## config.mk

```make
export PLATFORM = sky130hd
export DESIGN_NAME = cordic_vectoring
export DESIGN_NICKNAME = d
export VERILOG_FILES = /design/src/rtl/cordic_pkg.sv /design/src/rtl/cordic_atan_rom.sv /design/src/rtl/cordic_vectoring.sv
export SDC_FILE = /design/constraint.sdc
export NUM_CORES = 1
export LEC_CHECK = 0
export BUFFER_PORTS_ARGS = -buffer_cell sky130_fd_sc_hd__buf_4
export CAP_MARGIN = 10
export CORE_UTILIZATION = 35
export DETAILED_ROUTE_END_ITERATION = 10
export PLACE_DENSITY = 0.57
export SLEW_MARGIN = 20
export SYNTH_ARGS = -nofsm -noshare
export SYNTH_HDL_FRONTEND = slang
export SYNTH_HIERARCHICAL = 1
export SYNTH_SLANG_ARGS = --single-unit
```

## constraint.sdc

```tcl
create_clock -name CLK_50M -period 19.75 [get_ports CLK_50M]
set_input_delay 0.9875 -clock CLK_50M [delete_from_list [all_inputs] [get_ports CLK_50M]]
set_output_delay 0.9875 -clock CLK_50M [all_outputs]
set_load 0.005 [all_outputs]
```

## src/rtl/cordic_pkg.sv

```systemverilog
// rtl/cordic_pkg.sv - shared CORDIC constants, atan table and state encoding
//
// Purpose: constants shared by the vectoring CORDIC and the rotation-mode
//   CORDIC. Angles are 16-bit binary angles (BAM): 0x4000 = +90 deg and
//   0x8000 = +/-180 deg.
// Ports: none (package).
package cordic_pkg;

  localparam int          ATAN_N = 16;
  localparam logic [15:0] K_INV  = 16'd19898;  // 1/K = 0.60725 in Q1.15
  localparam logic [15:0] Q90    = 16'h4000;
  localparam logic [15:0] Q180   = 16'h8000;

  typedef enum logic [1:0] {
    S_IDLE  = 2'd0,
    S_ROT   = 2'd1,
    S_SCALE = 2'd2
  } state_t;

  // atan(2^-idx) as a 16-bit binary angle
  function automatic logic [15:0] atan_lookup(input logic [3:0] idx);
    logic [15:0] a;
    case (idx)
      4'd0:    a = 16'd8192;
      4'd1:    a = 16'd4836;
      4'd2:    a = 16'd2555;
      4'd3:    a = 16'd1297;
      4'd4:    a = 16'd651;
      4'd5:    a = 16'd326;
      4'd6:    a = 16'd163;
      4'd7:    a = 16'd81;
      4'd8:    a = 16'd41;
      4'd9:    a = 16'd20;
      4'd10:   a = 16'd10;
      4'd11:   a = 16'd5;
      4'd12:   a = 16'd3;
      4'd13:   a = 16'd1;
      4'd14:   a = 16'd1;
      default: a = 16'd0;
    endcase
    return a;
  endfunction

endpackage

```

## src/rtl/cordic_atan_rom.sv

```systemverilog
// rtl/cordic_atan_rom.sv - combinational atan(2^-i) lookup
//
// Purpose: returns atan(2^-idx) as a binary angle OUT_W bits wide. The 16-bit
//   table is left-aligned, so any OUT_W keeps 0x4000..-style scaling (full
//   circle = 2^OUT_W).
// Ports:
//   idx   in   4       iteration index
//   angle out  OUT_W   binary angle
module cordic_atan_rom
  import cordic_pkg::*;
#(
  parameter int OUT_W = 16
) (
  input  logic [3:0]       idx,
  output logic [OUT_W-1:0] angle
);

  logic [31:0] wide;

  always_comb begin
    wide  = {atan_lookup(idx), 16'h0000};
    angle = wide[31 -: OUT_W];
  end

endmodule

```

## src/rtl/cordic_vectoring.sv

```systemverilog
// rtl/cordic_vectoring.sv - iterative vectoring-mode CORDIC (magnitude/atan2)
//
// Purpose: converts a signed Cartesian pair (X,Y) to magnitude and phase,
//   one micro-rotation per clock, with a Start/Busy/Done handshake.
// Ports:
//   CLK_50M in   1     clock, rising edge
//   RST_N   in   1     asynchronous active-low reset
//   Start   in   1     request, sampled only while idle
//   X, Y    in   IN_W  signed operands, captured with Start
//   Busy    out  1     high while rotating and scaling
//   Done    out  1     one-cycle pulse when results update
//   Mag     out  IN_W  unsigned gain-compensated magnitude (saturating)
//   Phase   out  IN_W  signed binary angle (0x4000 = +90 deg)
//   Error   out  IN_W  signed residual y (saturated) after the last iteration
module cordic_vectoring
  import cordic_pkg::*;
#(
  parameter int IN_W = 16,
  parameter int ITER = 16,
  parameter int GRD  = 2
) (
  input  logic                   CLK_50M,
  input  logic                   RST_N,
  input  logic                   Start,
  input  logic signed [IN_W-1:0] X,
  input  logic signed [IN_W-1:0] Y,
  output logic                   Busy,
  output logic                   Done,
  output logic        [IN_W-1:0] Mag,
  output logic signed [IN_W-1:0] Phase,
  output logic signed [IN_W-1:0] Error
);

  localparam int W  = IN_W + GRD;
  localparam int PW = W + 17;           // x * K_INV product width
  localparam logic [3:0] LAST = 4'(ITER - 1);

  localparam logic signed [W-1:0]  E_MAX   = {{(GRD+1){1'b0}}, {(IN_W-1){1'b1}}};
  localparam logic signed [W-1:0]  E_MIN   = {{(GRD+1){1'b1}}, {(IN_W-1){1'b0}}};
  localparam logic signed [PW-1:0] MAG_MAX = {{(PW-IN_W){1'b0}}, {IN_W{1'b1}}};
  localparam logic        [IN_W-1:0] Z90   = {2'b01, {(IN_W-2){1'b0}}};

  state_t                 state;
  logic [3:0]             i;
  logic signed [W-1:0]    x, y;
  logic [IN_W-1:0]        z;
  logic                   zf;

  logic signed [W-1:0]    x_in, y_in, x_sh, y_sh;
  logic [IN_W-1:0]        atan_i;
  logic signed [PW-1:0]   x_p, k_p, prod, mag_q;
  logic [IN_W-1:0]        mag_sat;
  logic signed [IN_W-1:0] err_sat;

  cordic_atan_rom #(.OUT_W(IN_W)) u_atan (
    .idx   (i),
    .angle (atan_i)
  );

  always_comb begin
    // widen before any negation so -(-2^(IN_W-1)) is representable
    x_in = {{GRD{X[IN_W-1]}}, X};
    y_in = {{GRD{Y[IN_W-1]}}, Y};
    x_sh = x >>> i;
    y_sh = y >>> i;

    // rounded Q1.15 gain compensation, clamped to the unsigned output range
    x_p   = PW'(x);
    k_p   = PW'(K_INV);
    prod  = x_p * k_p + PW'(16384);
    mag_q = prod >>> 15;
    if (mag_q < 0)
      mag_sat = '0;
    else if (mag_q > MAG_MAX)
      mag_sat = '1;
    else
      mag_sat = mag_q[IN_W-1:0];

    if (y > E_MAX)
      err_sat = E_MAX[IN_W-1:0];
    else if (y < E_MIN)
      err_sat = E_MIN[IN_W-1:0];
    else
      err_sat = y[IN_W-1:0];
  end

  always_ff @(posedge CLK_50M or negedge RST_N) begin
    if (!RST_N) begin
      state <= S_IDLE;
      i     <= '0;
      x     <= '0;
      y     <= '0;
      z     <= '0;
      zf    <= 1'b0;
      Busy  <= 1'b0;
      Done  <= 1'b0;
      Mag   <= '0;
      Phase <= '0;
      Error <= '0;
    end else begin
      case (state)
        S_IDLE: begin
          Done <= 1'b0;
          if (Start) begin
            // pre-rotate into the right half-plane so the micro-rotations
            // (which cover about +/-99 deg) can converge
            if (!X[IN_W-1]) begin
              x <= x_in;
              y <= y_in;
              z <= '0;
            end else if (!Y[IN_W-1]) begin
              x <= y_in;
              y <= -x_in;
              z <= Z90;
            end else begin
              x <= -y_in;
              y <= x_in;
              z <= -Z90;
            end
            zf    <= (X == '0) && (Y == '0);
            i     <= '0;
            Busy  <= 1'b1;
            state <= S_ROT;
          end
        end

        S_ROT: begin
          if (!y[W-1]) begin
            x <= x + y_sh;
            y <= y - x_sh;
            z <= z + atan_i;
          end else begin
            x <= x - y_sh;
            y <= y + x_sh;
            z <= z - atan_i;
          end
          if (i == LAST)
            state <= S_SCALE;
          else
            i <= i + 4'd1;
        end

        S_SCALE: begin
          Mag   <= zf ? '0 : mag_sat;
          Phase <= zf ? '0 : z;
          Error <= zf ? '0 : err_sat;
          Done  <= 1'b1;
          Busy  <= 1'b0;
          i     <= '0;
          state <= S_IDLE;
        end

        default: begin
          state <= S_IDLE;
          Busy  <= 1'b0;
          Done  <= 1'b0;
        end
      endcase
    end
  end

endmodule
```

== Yosys cells after proc, flatten, opt, wreduce, memory -nomap -nowiden ==
Memory sizes are Yosys's and may differ from the RTL's.
Cells that the tools add are included.
Word-level totals
  register bits: 109
  input bits: 35
  output and inout port bits: 50
  memories kept: 1
  ROM bits: 224
Operators by class
  multiplexer cells: 31
  $add $sub $neg: 10
  reductions and logical operators: 11
  bitwise operators: 1
  shift-type cells: 2
  multiply operators: 1
  order comparisons: 4
  equality and inequality tests: 6
Memory list
  (name not given): words 16, width 14, rd ports 1, clocked after Yosys merged registers in 0, write ports 0, RTL line cordic_pkg.sv:23  | case (idx)
Operator list (number)
  $mux 16: 11
  $mux 18: 8
  $pmux 18 s2: 2
  $add 18x18->18: 2
  $neg 16->18: 2
  $sshr 18x4->18: 2
  $sub 18x18->18: 2
  $add 34x16->35 const B: 1
  $mul 18x15->33 const B: 1
  $logic_not 16->1: 2
  $pmux 16 s2: 1
  $gt 20x17->1 const B: 1
  $lt 20x1->1 const B: 1
  $gt 18x16->1 const B: 1
  $lt 18x16->1 const B: 1
  $add 16x16->16: 1
  $sub 16x16->16: 1
  $pmux 4 s3: 1
  $mux 4: 2
  $reduce_and 2->1: 4
  $ne 2x2->1 const B: 3
  $add 4x1->4 const B: 1
  $eq 4x4->1 const B: 1
  $mux 2: 2
  other kinds (11): 12

== Logic depth before layout (Yosys ltp) ==
Gate-level depths: netlist of run 1.
  word-level depth: 6
  mapped depth: 26
  depth with buffers taken out: 24

== By module ==
Netlist of run 1, hierarchy kept.
Modules (own cells, without submodules)
  cordic_vectoring: cells each 1832, instances 1, area an instance 16139.2 um2
  cordic_atan_rom: cells each 52, instances 1, area an instance 389.1 um2

== Least setup slack after synthesis of run 1 ==
No wires, ideal clock.
  kind: reg2reg
  start: register x[17]
  end: register Mag[14]
  path buffers: 3
  cell stages (with the launch flop): 25
  data arrival time: 6.914 ns
  slack: 12.701 ns
  data required time: 19.615 ns
  clock period less this slack: 7.049 ns
  path through: dfrtp_1 ha_1 clkdlybuf4s50_1 inv_1 fa_1 inv_1 fa_1 fa_1 inv_1 fa_1 inv_1 ha_1 buf_2 a21oi_2 nand2_1 o22a_1 a22oi_4 a21oi_2 o31a_1 or3_4 a2111oi_4 nor3_2 nor3_4 buf_6 o211ai_2
Between the ends
  word-level cells in the longest chain between the ends: 6
Ends and longest elaborated chain
  start: declaration: RTL line cordic_vectoring.sv:45  | logic signed [W-1:0] x, y;
  start signal: assignment: RTL line cordic_vectoring.sv:108  | x <= x_in;
  start signal: assignment: RTL line cordic_vectoring.sv:112  | x <= y_in;
  start signal: assignment: RTL line cordic_vectoring.sv:116  | x <= -y_in;
  $mul 18x15->33 (*): RTL line cordic_vectoring.sv:70  | prod = x_p * k_p + PW'(16384);
  $add 34x16->35 (*): RTL line cordic_vectoring.sv:70
  $gt 20x17->1: RTL line cordic_vectoring.sv:74  | else if (mag_q > MAG_MAX)
  $mux 16: RTL line cordic_vectoring.sv:74
  $mux 16 (*): RTL line cordic_vectoring.sv:72  | if (mag_q < 0)
  $mux 16 (*): RTL line cordic_vectoring.sv:144  | Mag <= zf ? '0 : mag_sat;
  end signal: assignment: RTL line cordic_vectoring.sv:144
  end: declaration: RTL line cordic_vectoring.sv:29  | output logic [IN_W-1:0] Mag,
Mark *: on every way between the ends. The rest lies on a longest branch, timed or not.
A chain may end at the register's enable or synchronous reset.

== Worst setup path in the final report of run 1 ==
  start: register x[6]
  end: register Mag[1]
The elaborated chain is that of the path after synthesis.

==> results of run 1 <==
## per-stage QoR
| stage | instances | cell area [µm²] | setup WS, ps | hold WS, ps |
|---|---|---|---|---|
| finish | 2514 | 17900 | 12020 | 490 |
| global route | 2514 | 17900 | 11580 | 527 |
| CTS | 2514 | 17900 | 12040 | 493 |
| detailed placement | 2498 | 17600 | 12060 | 474 |
| global placement | 2498 | 17600 | 12230 | 468 |
| floorplan | 1885 | 16500 | 12700 | 469 |
## cell type report
type | count | area share, %
Multi-Input combinational cell | 1457 | 69.9
Clock inverter | 7 | 0.421
Timing Repair Buffer | 96 | 4.04
Sequential cell | 109 | 15.3
Inverter | 229 | 4.82
Clock buffer | 9 | 1.26
Tap cell | 607 | 4.25
## critical path, stage by stage, from the launching register on
cell       delay [ps]
dfrtp_1           550
ha_1              440
inv_1              80
fa_1              560
fa_1              440
fa_1              490
inv_1              50
fa_1              520
inv_1              50
fa_1              530
inv_1              40
ha_1              310
nand3_1           150
nor2_1            350
o21a_1            340
nor4_1             90
a211o_1           380
nor4_2            450
nand3b_1          350
a2111oi_4         380
nor3_2            120
nor3_4            710
o21ai_0           180
## worst max path at each step
stage | endpoint | slack, ps | from
final | Mag[1]$_DFFE_PN0P_ | 12020 | x[6]$_DFFE_PN0P_
after global routing | Mag[1]$_DFFE_PN0P_ | 11580 | x[6]$_DFFE_PN0P_
after CTS | Mag[1]$_DFFE_PN0P_ | 12040 | x[6]$_DFFE_PN0P_
after detailed placement | Mag[1]$_DFFE_PN0P_ | 12060 | x[6]$_DFFE_PN0P_
after global placement | Mag[1]$_DFFE_PN0P_ | 12230 | x[6]$_DFFE_PN0P_
after floorplan | Mag[14]$_DFFE_PN0P_ | 12700 | x[17]$_DFFE_PN0P_
## kinds of logic (layout without fill, tap and decap cells)
logic type,after synthesis,after routing
AOI/OAI and AO/OA,471,471
xor gates and xnor gates,124,124
muxes,76,76
adders and majority gates,293,293
DFF,109,109
other,1,2
buffers and inverters,319,341
and+or+nand+nor,491,491
## layer usage
metal  global-route usage, %  part of all wire [%]  vias up
li1                        -                     -     6644
met1                    27.6                    48     6757
met2                    29.9                    46      282
met3                    1.57                   3.4       39
met4                    5.05                   1.8        2
met5                       0                 0.031        -
## registers in the layout (all words and copies together), names as in the netlist
| register | flops |
|---|---|
| x | 18 |
| Phase | 16 |
| i | 4 |
| Mag | 16 |
| Busy | 1 |
| z | 16 |
| y | 18 |
| state | 2 |
| Error | 16 |
| Done | 1 |
| zf | 1 |
## cell usage in the layout (no fill, tap or decap), drive strengths merged, types with 7 or more instances in the layout
cell    netlist  final
and2         14     14
nand2       130    130
o21ai       128    128
mux2i        28     28
a21boi        8      8
or3           9      9
nor2b        11     11
nand4        13     13
o21a         16     16
o31ai        19     19
clkbuf       59      9
inv         227    231
nor3b         7      7
nand3        58     58
a21o         21     21
a211oi       49     49
nor3         45     45
dfrtp       109    109
a32oi        16     16
a21oi       114    114
mux4         35     35
ha          171    171
a31oi        26     26
o21bai       10     10
xnor2        69     69
nor4         16     16
nor2        124    124
mux2         13     13
nand2b       28     28
o211ai       19     19
and3         15     15
xor2         55     55
fa          121    121
buf          30     96
==> metrics, run 1 <==
first-pass GRT wire length=72,000 µm; CTS resizes=0; post-route ant nets=0; Clk Latency, worst-skew pair=400 ps; num ports=85; Yosys warning total=6; Seq cells post-synth=109; Worst-path clk slew=90 ps; Post-CTS Setup Inserts=0; Max-Slew Margin vs Limit=29.9%; Reg area=2730 µm²; CP max FO=16; reg2reg setup slack=12,020 ps; Fmax=0.129 GHz; max cap viols=0; Avg Inst Size Synth=8.77 µm²; cell accounting for the most synthesized area=dfrtp_1; Worst EP required=19,980 ps; PortBufs=84; initial antenna violation count=1; share of the synthesized area in the top cell type=16.5%; Final min period=7730 ps; Fin Clk Skew=13.6 ps; Synth Area in Adders=27.7%; DR vias/cell=5.46; HP Class=reg2reg; die height=219 µm; Synth Area in Compound Gates=18.8%; Hold Path Sink=Phase[7]$_DFFE_PN0P_; CORE AREA=46,600 µm²; Final Wtd Congestion=0.897; post-synthesis cell count=1,884; Slew @ Worst Pin=1050 ps; asr flop ratio synth=100%; Total Routed Length=44,900 µm; RSZ-0062 raised after global routing=no; DRC Markers=0; wire per inst=17.8 µm; Die X-Extent=219 µm; reg2reg end=Mag[1]$_DFFE_PN0P_; HP Start=Phase[7]$_DFFE_PN0P_; worst reg2reg path depth=22; effective utilization at floorplan=35.5%; via count=13,700; clock root cell=clkbuf_16; Final setup viols=0; Post-synth EDFFs=0; drt first pass iters=5; H-tree depth reported by CTS=3; # diodes=0; most common cell in the synthesized netlist=inv_1; hold buffer count at cts=0; fillers=4,708; final period utilization=39.1%; largest net degree at the start of global routing=69; total grt overflow=0; CP arrival=7960 ps; Num Clock Sinks=109; top post-synthesis cells by area=dfrtp_1, fa_1, ha_1; Startpoint Class=register; TritonCTS clock tree=done; deepest clock path buffer count=2; CP Capture Type=register; Num CTS Buffers=9; Synth Area in Simple Gates=14.9%; fin nets=2,229; hold depth=2; vias in the first global route=13,200; status=finished, final reports clean; GR Util All Layers=19.0%; detailed placement HPWL=35,600 µm; initial drt markers=808; mapped cell area=16,500 µm²; row count=79; final-report hold violation count=0; layout cells sized above 1=11.9%; xor and xnor area share after synthesis=6.57%; Final TNS setup=0 ps; Crit Path Class=reg2reg; Distinct cells, synth=104; Die ar.=48,100 µm²; top_reg_cell synth=dfrtp_1; multi-input logic area=12,500 µm²; sequential share of the synthesized area=16.5%; fin util=38.3%; synth cell count leaders=inv_1, ha_1, nand2_1; main combinational cell family by area after synthesis=adder cells; post-synthesis mux area share=7.37%; Layout area overhead=8.00%; Critical R2R Launch=x[6]$_DFFE_PN0P_; Final Slew Violations=0
Power of run 1 is left out: the tool's default activity adds up to more than one toggle a clock period on the data nets, which glitch-free logic cannot reach.
==> run 2: changes to the inputs <==
--- a/config.mk
+++ b/config.mk
@@ -9,7 +9,7 @@
 export CAP_MARGIN = 10
 export CORE_UTILIZATION = 35
 export DETAILED_ROUTE_END_ITERATION = 10
-export PLACE_DENSITY = 0.57
+export PLACE_DENSITY = 0.59
 export SLEW_MARGIN = 20
 export SYNTH_ARGS = -nofsm -noshare
 export SYNTH_HDL_FRONTEND = slang
==> constraint.sdc (replaced) <==
create_clock -name CLK_50M -period 6.45 [get_ports CLK_50M]
set_input_delay 0.3225 -clock CLK_50M [delete_from_list [all_inputs] [get_ports CLK_50M]]
set_output_delay 0.3225 -clock CLK_50M [all_outputs]
set_load 0.005 [all_outputs]
==> metrics, run 2 (synthesis results as in run 1) <==
HP Class=in2async; effective utilization at floorplan=35.5% (unchanged); crit path max-delay cell type=fa_1; area post-placement=18,700 µm² (+6.7%); Max-Slew Margin vs Limit=34.6% (+4.7 points); status=finished with violations; clock root cell=clkbuf_16; fin nets=2,390 (+7.2%); final-report hold violation count=3 (+3); TritonCTS clock tree=done; RSZ-0062 raised after global routing=yes; Final TNS setup=-2760 ps (-2760 ps); most used cell, CP=fa_1; CP Capture Type=register; max cap viols=0 (unchanged); Worst-path clk slew=90 ps (about the same); crit-path cells=buf_6 -> ha_1 -> inv_1 -> fa_1 -> fa_1 -> fa_1 -> inv_1 -> fa_1 -> inv_2 -> fa_1 -> inv_2 -> ha_4 -> a21oi_4 -> o21ai_4 -> o21a_4 -> o311ai_4 -> a21oi_2 -> o31a_1 -> or3_4 -> a2111oi_4 -> o311a_4 -> clkbuf_16 -> a32oi_2 -> o21ai_2; Crit Path Class=reg2reg; DRC Markers=0 (unchanged); Layout area overhead=20.5%; first-pass GRT wire length=75,000 µm (+4.1%); initial antenna violation count=0 (-1); CP arrival=6960 ps (-1000 ps); Num Clock Sinks=109 (unchanged); CP max FO=7 (-9); drt first pass iters=5 (unchanged); Fmax=0.150 GHz (+16%); Num CTS Buffers=9 (unchanged); post-route ant nets=0 (unchanged); Total Routed Length=47,300 µm (+5.5%); GR Util All Layers=19.6% (+0.67 points); Die ar.=48,100 µm² (unchanged); Final setup viols=16 (+16); Slew @ Worst Pin=977 ps (-70.8 ps); PortBufs=84 (unchanged); hold slack final=-18.0 ps (-508 ps); most frequent cells in the layout=buf_4, inv_1, ha_1, nor2_1, nand2_1; wire per inst=17.7 µm (-0.80%); Final Slew Violations=0 (unchanged); final period utilization=103% (+64 points); Fin Clk Skew=15.1 ps (+1.58 ps); DR vias/cell=5.37 (-1.7%); layout cells sized above 1=23.6% (+12 points); Final Wtd Congestion=0.897 (about the same); top flop regs=x x18, y x18; CORE AREA=46,600 µm² (unchanged); Design Area, Final=19,900 µm² (+12%); H-tree depth reported by CTS=3 (unchanged); die height=219 µm (unchanged); largest net degree at the start of global routing=63 (-8.7%); detailed placement HPWL=37,700 µm (+5.7%); Startpoint Class=register; deepest clock path buffer count=2 (unchanged); # diodes=0 (unchanged); most common cell after layout, fill and taps aside=buf_4; num ports=85 (unchanged); violated checks=negative hold slack, negative setup slack; initial drt markers=958 (+19%); vias in the first global route=13,800 (+4.6%); total grt overflow=0 (unchanged); Die X-Extent=219 µm (unchanged); Clk Latency, worst-skew pair=390 ps (about the same); via count=14,300 (+4.5%); Slowest Stage Delay on Critical Path=600 ps (-110 ps); worst setup margin=-195 ps (-12,220 ps); row count=79 (unchanged); Final min period=6640 ps (-1080 ps); Worst EP required=6760 ps (-13,220 ps)
run 2: per-layer routing:
| layer | routed length (µm) | GRT usage [%] |
|---|---|---|
| met1 | 22600 | 28.6 |
| met5 | 0 | 0 |
| met4 | 952 | 5.21 |
| met2 | 21600 | 30.6 |
| met3 | 2170 | 2.12 |
run 2: worst paths after layout:
path	start	end	slack (ps)	cells after the start
max in group asynchronous	RST_N	y[14]$_DFFE_PN0P_	5210	2
worst max register to register	x[10]$_DFFE_PN0P_	Mag[9]$_DFFE_PN0P_	-190	24
worst min register to register	Phase[9]$_DFFE_PN0P_	Phase[9]$_DFFE_PN0P_	490	2
worst max-delay path	x[10]$_DFFE_PN0P_	Mag[9]$_DFFE_PN0P_	-190	24
min in group CLK_50M	Y[14]	zf$_DFFE_PN0P_	290	4
worst min-delay path	RST_N	Phase[5]$_DFFE_PN0P_	-20	1
run 2: repair_timing:
action                                  CTS  global route
resized for setup                        22           102
pin swaps                                 9            45
cloned                                    0             3
hold buffers                              0             0
endpoints found under the setup margin   16            16
buffers inserted                         13            17
run 2: layout make-up:
| class | instances | area, µm² |
|---|---|---|
| clock buffer | 9 | 225 |
| clock inverter | 6 | 55.1 |
| fill | 4525 | 26600 |
| inverter | 229 | 862 |
| multi-input combinational | 1457 | 13200 |
| sequential | 109 | 2750 |
| tap | 607 | 759 |
| timing repair buffer | 257 | 2100 |
run 2: metrics by stage:
step	worst slack [ps]	util (%)	hold WS, ps	std cells
after floorplan	-11.9	-	26.9	1885
after global placement	-187	40.2	427	2626
after detailed placement	-353	40.2	431	2626
after CTS	-179	41.2	7.33	2654
after global routing	-427	42.8	34.6	2674
final	-195	42.8	-18.0	2674
run 2: critical path, delay by kind of cell, from the launching register on:
kind            cells  cell delay (ps)
fa+ha+maj           7             3000
simple gates        1              370
compound gates     10             2210
buf+inv             6              500
flops               1              470
Power of run 2 is left out for the same reason.
==> run 3: changes to the inputs <==
--- a/config.mk
+++ b/config.mk
@@ -5,6 +5,7 @@
 export SDC_FILE = /design/constraint.sdc
 export NUM_CORES = 1
 export LEC_CHECK = 0
+export ABC_AREA = 1
 export BUFFER_PORTS_ARGS = -buffer_cell sky130_fd_sc_hd__buf_4
 export CAP_MARGIN = 10
 export CORE_UTILIZATION = 35
==> metrics, run 3 <==
status=finished, final reports clean; Fmax=0.162 GHz (+7.6%); Layout area overhead=11.0%; share of the synthesized area in the top cell type=15.8% (-0.70 points); Fin Clk Skew=23.0 ps (+7.88 ps); first-pass GRT wire length=81,700 µm (+9.0%); deepest clock path buffer count=2 (unchanged); final-report hold violation count=0 (-3); DR vias/cell=4.99 (-7.0%); largest net degree at the start of global routing=62 (-1.6%); mapped cell area=17,300 µm² (+4.4%); sequential share of the synthesized area=15.8% (-0.70 points); Clk Latency, worst-skew pair=400 ps (about the same); top_reg_cell synth=dfrtp_1; TritonCTS clock tree=done; HP Class=in2reg; Final TNS setup=0 ps (+2760 ps); Distinct cells, synth=67 (-36%); initial drt markers=952 (-0.63%); detailed placement HPWL=41,100 µm (+9.2%); GR Util All Layers=20.4% (+0.80 points); most frequent cells in the layout=nand2_1, inv_1, o21ai_0, ha_1, nor2_1; Worst EP required=6780 ps (+20 ps); Crit Path Class=reg2reg; Final setup viols=0 (-16); most common cell after layout, fill and taps aside=nand2_1; Final Wtd Congestion=0.950 (+5.9%); effective utilization at floorplan=35.4% (-0.090 points); top post-synthesis cells by area=dfrtp_1, nand2_1, fa_1; Num Clock Sinks=109 (unchanged); drt first pass iters=5 (unchanged); Startpoint Class=register; initial antenna violation count=0 (unchanged); RSZ-0062 raised after global routing=no; post-synthesis cell count=2,491 (+32%); most used cell, CP=fa_1; Max-Slew Margin vs Limit=40.6% (+6.0 points); Post-synth EDFFs=0 (unchanged); DRC Markers=0 (unchanged); total grt overflow=0 (unchanged); Num CTS Buffers=9 (unchanged); cell accounting for the most synthesized area=dfrtp_1; Design Area, Final=19,200 µm² (-3.7%); Final min period=6180 ps (-468 ps); CP arrival=6510 ps (-450 ps); Final Slew Violations=0 (unchanged); crit path max-delay cell type=fa_1; fin nets=2,884 (+21%); H-tree depth reported by CTS=3 (unchanged); CP max FO=6 (-1); CP Capture Type=register; area post-placement=18,600 µm² (-0.84%); row count=81 (+2.5%); post-route ant nets=0 (unchanged); num ports=85 (unchanged); Total Routed Length=50,200 µm (+6.0%); Seq cells post-synth=109 (unchanged); synth cell count leaders=nand2_1, inv_1, o21ai_0; final period utilization=95.8% (-7.3 points); clock root cell=clkbuf_16; Avg Inst Size Synth=6.93 µm² (-21%); Die X-Extent=224 µm (+2.2%); CORE AREA=48,700 µm² (+4.7%); Slowest Stage Delay on Critical Path=580 ps (-20 ps); Worst-path clk slew=90 ps (about the same); asr flop ratio synth=100% (unchanged); most common cell in the synthesized netlist=nand2_1; via count=16,100 (+12%); die height=224 µm (+2.2%); Slew @ Worst Pin=890 ps (-86.7 ps); vias in the first global route=15,700 (+13%); layout cells sized above 1=12.3% (-11 points); Yosys warning total=6 (unchanged); wire per inst=15.6 µm (-12%); # diodes=0 (unchanged); Die ar.=50,200 µm² (+4.4%); PortBufs=84 (unchanged); top flop regs=x x18, y x18; max cap viols=0 (unchanged)
## run 3: path summary, 6_finish.rpt
check	slack, ps	to	cells past startpoint	start
min in group asynchronous	470	Mag[6]$_DFFE_PN0P_	2	RST_N
max in group asynchronous	4590	x[5]$_DFFE_PN0P_	3	RST_N
hold / removal	260	zf$_DFFE_PN0P_	4	Y[12]
hold reg to reg	470	Done$_DFFE_PN0N_	2	Done$_DFFE_PN0N_
setup / recovery	270	Mag[2]$_DFFE_PN0P_	25	x[16]$_DFFE_PN0P_
setup reg to reg	270	Mag[2]$_DFFE_PN0P_	25	x[16]$_DFFE_PN0P_
## run 3: cells by family after synthesis
family                   count (synthesis)  share of synthesized area [%]
AND/OR/NAND/NOR                       1047                           26.9
buffers and inverters                  526                           12.1
flip-flops                             109                           15.8
AO/OA/AOI/OAI                          426                           14.1
XOR/XNOR                                78                           3.96
adder cells (fa/ha/maj)                292                           26.4
multiplexers                            12                          0.696
other                                    1                         0.0217
## run 3: area by class of cell
class                           instances  area (µm²)
Tap cell                              664         831
Timing Repair Buffer                  129         987
Fill cell                            5160       29600
Clock buffer                           10         229
Clock inverter                          6        63.8
Multi-Input combinational cell       1857       12600
Inverter                              451        1690
Sequential cell                       109        2740
## run 3: per-stage QoR
step / instances / setup slack, ps / utilization, % / hold slack (ps)
6_report: 3226 / 273 / 39.3 / 259
5_1_grt: 3226 / 3.78 / 39.3 / 265
4_1_cts: 3213 / 123 / 38.7 / 237
3_5_place_dp: 3196 / 132 / 38.1 / 380
3_3_place_gp: 3196 / 232 / 38.1 / 376
2_1_floorplan: 2492 / 548 / - / 26.9
## run 3: worst max-delay path: cells and delay by family (launching register included)
kind	cells	cell delay (ps)
AO/OA/AOI/OAI	2	480
AND/OR/NAND/NOR	10	1240
buffers and inverters	6	600
adder cells (fa/ha/maj)	7	3300
flip-flops	1	470
## run 3: layer usage
layer / global-route usage, % / routed length (µm) / part of all wire, %
met5: 0 / 0 / 0
met3: 2.85 / 2080 / 4.1
met1: 26.0 / 22600 / 45
met2: 35.2 / 23900 / 48
met4: 7.22 / 1570 / 3.1
## run 3: what timing repair did
item / CTS / global route
resized for setup: 0 / 42
endpoints found under the setup margin: 0 / 16
setup buffers: 0 / 12
hold buffers: 1 / 0
endpoints found under the hold margin: 48 / 0
Power of run 3 is left out for the same reason.
